**src/rtl/regfile_wr_sched.sv**
```systemverilog
// regfile_wr_sched
//   Schedules up to NREQ write requesters onto the two write ports of the
//   register file. Up to two requests are granted per cycle in round-robin
//   order. Two grants in the same cycle never target the same address.
//
// Ports
//   clk           system clock, rising edge
//   rst_n         asynchronous active-low reset
//   req_valid     per-requester write request (bit i = requester i)
//   req_addr      destination register, slice i = [i*AW +: AW]
//   req_data      write data, slice i = [i*DW +: DW]
//   req_ready     combinational grant; a request is accepted on valid&ready
//   write         registered write enables (bit0 = port 1, bit1 = port 2)
//   write_port_1  registered address for write port 1
//   write_port_2  registered address for write port 2
//   in1           registered data for write port 1
//   in2           registered data for write port 2
module regfile_wr_sched #(
  parameter int NREQ = 4,
  parameter int AW   = 5,
  parameter int DW   = 64
) (
  input  logic               clk,
  input  logic               rst_n,
  input  logic [NREQ-1:0]    req_valid,
  input  logic [NREQ*AW-1:0] req_addr,
  input  logic [NREQ*DW-1:0] req_data,
  output logic [NREQ-1:0]    req_ready,
  output logic [1:0]         write,
  output logic [AW-1:0]      write_port_1,
  output logic [AW-1:0]      write_port_2,
  output logic [DW-1:0]      in1,
  output logic [DW-1:0]      in2
);

  localparam int PW = $clog2(NREQ);

  logic [PW-1:0] ptr;
  logic [PW-1:0] ptr_nxt;

  logic [AW-1:0] addr_a [NREQ];
  logic [DW-1:0] data_a [NREQ];

  logic          g1_found;
  logic          g2_found;
  logic [PW-1:0] g1_idx;
  logic [PW-1:0] g2_idx;
  logic [AW-1:0] g1_addr;
  logic [PW:0]   sum;
  logic [PW-1:0] idx;
  logic [NREQ-1:0] grant;

  for (genvar i = 0; i < NREQ; i++) begin : g_unpack
    assign addr_a[i] = req_addr[i*AW +: AW];
    assign data_a[i] = req_data[i*DW +: DW];
  end

  // Scan requesters starting at ptr. The first valid one is G1; the next
  // valid one whose address differs from G1 is G2. Same-address requesters
  // behind G1 are simply passed over this cycle.
  always_comb begin
    g1_found = 1'b0;
    g2_found = 1'b0;
    g1_idx   = '0;
    g2_idx   = '0;
    g1_addr  = '0;
    sum      = '0;
    idx      = '0;
    for (int k = 0; k < NREQ; k++) begin
      sum = {1'b0, ptr} + (PW+1)'(k);
      if (sum >= (PW+1)'(NREQ)) sum = sum - (PW+1)'(NREQ);
      idx = sum[PW-1:0];
      if (req_valid[idx]) begin
        if (!g1_found) begin
          g1_found = 1'b1;
          g1_idx   = idx;
          g1_addr  = addr_a[idx];
        end else if (!g2_found && (addr_a[idx] != g1_addr)) begin
          g2_found = 1'b1;
          g2_idx   = idx;
        end
      end
    end
  end

  always_comb begin
    grant = '0;
    if (g1_found) grant[g1_idx] = 1'b1;
    if (g2_found) grant[g2_idx] = 1'b1;
  end

  // No handshakes may complete while reset is held.
  assign req_ready = rst_n ? grant : '0;

  // Pointer moves just past G1, so a requester skipped for an address
  // match gains priority on the following cycles.
  assign ptr_nxt = (g1_idx == PW'(NREQ-1)) ? '0 : g1_idx + PW'(1);

  always_ff @(posedge clk or negedge rst_n) begin
    if (!rst_n) begin
      ptr          <= '0;
      write        <= '0;
      write_port_1 <= '0;
      write_port_2 <= '0;
      in1          <= '0;
      in2          <= '0;
    end else begin
      write <= {g2_found, g1_found};
      if (g1_found) begin
        ptr          <= ptr_nxt;
        write_port_1 <= g1_addr;
        in1          <= data_a[g1_idx];
      end
      if (g2_found) begin
        write_port_2 <= addr_a[g2_idx];
        in2          <= data_a[g2_idx];
      end
    end
  end

endmodule
```
**config.mk**
```make
export PLATFORM = sky130hd
export DESIGN_NAME = regfile_wr_sched
export DESIGN_NICKNAME = d
export VERILOG_FILES = /design/src/rtl/regfile_wr_sched.sv
export SDC_FILE = /design/constraint.sdc
export NUM_CORES = 1
export LEC_CHECK = 0
export CAP_MARGIN = 30
export CORE_MARGIN = 2
export CORE_UTILIZATION = 35
export CTS_CLUSTER_DIAMETER = 50
export CTS_CLUSTER_SIZE = 24
export DETAILED_ROUTE_END_ITERATION = 16
export GPL_ROUTABILITY_DRIVEN = 0
export PLACE_DENSITY = 0.66
export SYNTH_ARGS = -nofsm -noshare
export SYNTH_HDL_FRONTEND = slang
export SYNTH_SLANG_ARGS = --single-unit
```
**constraint.sdc**
```tcl
create_clock -name clk -period 4.8 [get_ports clk]
set_input_delay 0.48 -clock clk [delete_from_list [all_inputs] [get_ports clk]]
set_output_delay 0.48 -clock clk [all_outputs]
set_load 0.03 [all_outputs]
```
==> impl_results.md, run 1 <==
- Initial antenna violation count: 2
- Top-count cell post-synth: nand2_1
- Post-Synth Adder-Cell Area: 0.547%
- Post-synth ARST share: 100%
- Vias in the first global route: 12,100
- Worst setup EP type: primary output
- TritonCTS clock tree: done
- Total GRT Usage: 26.5%
- Pin count of the biggest net entering global routing: 135
- Synth Instances: 1,494
- Vias per cell: 5.52
- Final period util: 96.0%
- First-pass GRT wire length: 69.8 mm
- FF+latch area: 3560 sq um
- Io pins: 426
- Worst Skew: 0.0126 ns
- Non-filler cells, final: 2,296
- CTS Root Cell: clkbuf_16
- Synth Area in Simple Gates: 21.7%
- Die W: 185 microns
- Skew-Pair Late Insertion Delay: 0.44 ns
- Min cycle time layout: 4.61 ns
- Final TNS setup: 0 ns
- Main combinational cell family by area after synthesis: compound AO/OA/AOI/OAI gates
- Hold Path Class: in -> async
- Clock tree buffer depth: 2
- Total wire length: 46.4 mm
- Initial Util: 35.4%
- MaxCap Viol Count: 0
- Post-synth EDFFs: 0
- Final Max Tran Viols: 0
- Finish-stage setup viols: 0
- Post-Syn Area: 11,400 sq um
- H-tree levels: 4
- FP Rows: 66
- Final Hold Violating Endpoints: 0
- Share of the synthesized area in the top cell type: 31.0%
- Synth top area cells: dfrtp_1, nand2_1, mux2i_1
- Actual slew at the worst max-slew pin: 0.856 ns
- IO Port Bufs: 425
- Filler instances: 3,088
- Status: complete, no violations
- Slew HR: 42.9%
- Register area share after synthesis: 31.0%
- Dpl cell area: 16,100 sq um
- Cell area after layout: 16,800 sq um
- Netlist cell types: 64
- Worst Setup Start Kind: primary input
- Post-Synth XOR/XNOR Area: 0.765%
- Power Dens Cells: 846 nW/um^2
- Data required time at the worst endpoint: 4.32 ns
- Area of the multi-input gates: 7330 sq um
- Num CTS Buffers: 17
- DR WL/cell: 20.2 microns
- RSZ-0062 raised after global routing: no
- Height of the die: 185 microns
- CORE AREA: 32,400 sq um
- Warnings from Yosys: 0
- Total Nets Final: 2,127
- CTS Sinks: 142
- CP arrival: 4.13 ns
- Setup CP Type: in -> out
- Commonest cells post-synth: nand2_1, dfrtp_1, a21oi_1
- DRC viols: 0
- Share of cells above drive strength 1: 8.69%
- Post-synthesis net count: 1,781
- Reg2Reg Setup Slack: 0.82 ns
- Synth Flop Type: dfrtp_1
- F_max: 217 MHz
- Post-synthesis compound-gate area fraction: 28.9%
- Crit Path Max Fanout: 9
- Post-synthesis mux area share: 11.1%
- DIE AREA: 34,200 sq um
- Routed Antenna Nets: 0
- Area grow syn2layout: 46.6%
- Total grt overflow: 0
- Placed cells: 2,257
- Leak pwr: 6.89 nW
- Synth Register Bits: 142
- Clock transition at the registers of the reported paths: 0.06 ns
- Iteration-0 DRC Markers: 704
- TritonRoute pass-1 iters: 5
- Avg Cell Area, Syn: 7.66 sq um
- Post-DP HPWL: 31.2 mm
- Leading area contributor after synthesis: dfrtp_1
- Vias: 12,700
- Fin util: 51.8%
- Maximum VDD drop: 0.000834 V
==> kinds of logic (layout without fill, tap and decap cells) <==
kind of cell,Yosys count,in the layout
other,0,2
AO/OA/AOI/OAI,470,470
buffers and inverters,141,499
flip-flops,142,142
adder cells (fa/ha/maj),5,5
AND/OR/NAND/NOR,614,614
XOR/XNOR,10,10
multiplexers,112,112
==> where the power goes <==
part	internal (mW)	switching [mW]
sequential	1.90	0.503
combinational	4.26	6.25
clock	0.719	0.557
==> sequential cells by signal, indices dropped and copies added (netlist names) <==
| name | count |
|---|---|
| write_port_2 | 5 |
| write_port_1 | 5 |
| in1 | 64 |
| write | 2 |
| in2 | 64 |
| ptr | 2 |
==> per-layer routing <==
layer	global-route usage (%)	share of wire, %
met1	33.1	41
met3	7.00	8.5
met4	9.24	2.7
met5	0	0
met2	44.0	47
==> layout make-up <==
class	instances	share of cell area (%)
Multi-Input combinational cell	1211	43.7
Timing Repair Buffer	463	28.4
Sequential cell	142	21.2
Tap cell	442	3.30
Clock buffer	20	2.66
Clock inverter	11	0.567
Inverter	5	0.149
Antenna cell	2	0.0298
==> critical path, stage by stage <==
cell and delay [ns]:
clkdlybuf4s50_1 0.72, mux2i_1 0.18, or4_1 0.51, and4_1 0.20, o31ai_1 0.46, a31oi_1 0.31
nor2_1 0.29, a2bb2oi_4 0.21, nand3_1 0.09, a21boi_0 0.32, buf_4 0.21, buf_12 0.12
==> metrics by stage <==
step                hold WS [ns]  total power [mW]  worst slack [ns]
floorplan                  0.184              9.33             0.688
CTS                        0.460              14.2            0.0464
global route               0.478              15.2            0.0491
global placement           0.364              12.7             0.167
finish                     0.468              14.2             0.193
detailed placement         0.366              12.8             0.184
==> timing repair <==
action	4_1_cts	5_1_grt
resized for setup	1	5
hold buffers	1	0
endpoints found under the setup margin	2	2
endpoints found under the hold margin	20	0
setup buffers	0	5
==> worst paths after layout <==
check | from | endpoint | cells past startpoint
hold / removal | rst_n | in1[12] | 2
setup / recovery | req_valid[2] | req_ready[1] | 12
max in group asynchronous | rst_n | in1[21] | 3
hold reg to reg | in1[14] | in1[14] | 2
min in group clk | in1[14] | in1[14] | 2
setup reg to reg | ptr[1] | in2[56] | 12
==> layout by cell type, fill, tap and decap left out, drive strengths merged, types with 42 or more instances in the layout <==
master         count
o211ai            72
buf               42
dfrtp            142
mux2i             88
a22oi             72
clkdlybuf4s50    420
nand2            477
o22a              69
o21ai             82
a21oi            141
nor2              87
Note: power is estimated with default switching activity, not from simulation.
==> run 2, diff against run 1 <==
--- a/config.mk
+++ b/config.mk
@@ -13,6 +13,7 @@
 export DETAILED_ROUTE_END_ITERATION = 16
 export GPL_ROUTABILITY_DRIVEN = 0
 export PLACE_DENSITY = 0.66
+export SLEW_MARGIN = 20
 export SYNTH_ARGS = -nofsm -noshare
 export SYNTH_HDL_FRONTEND = slang
 export SYNTH_SLANG_ARGS = --single-unit
==> results of run 2 <==
No change in the layout: final DEF, timing and power equal those of run 1.
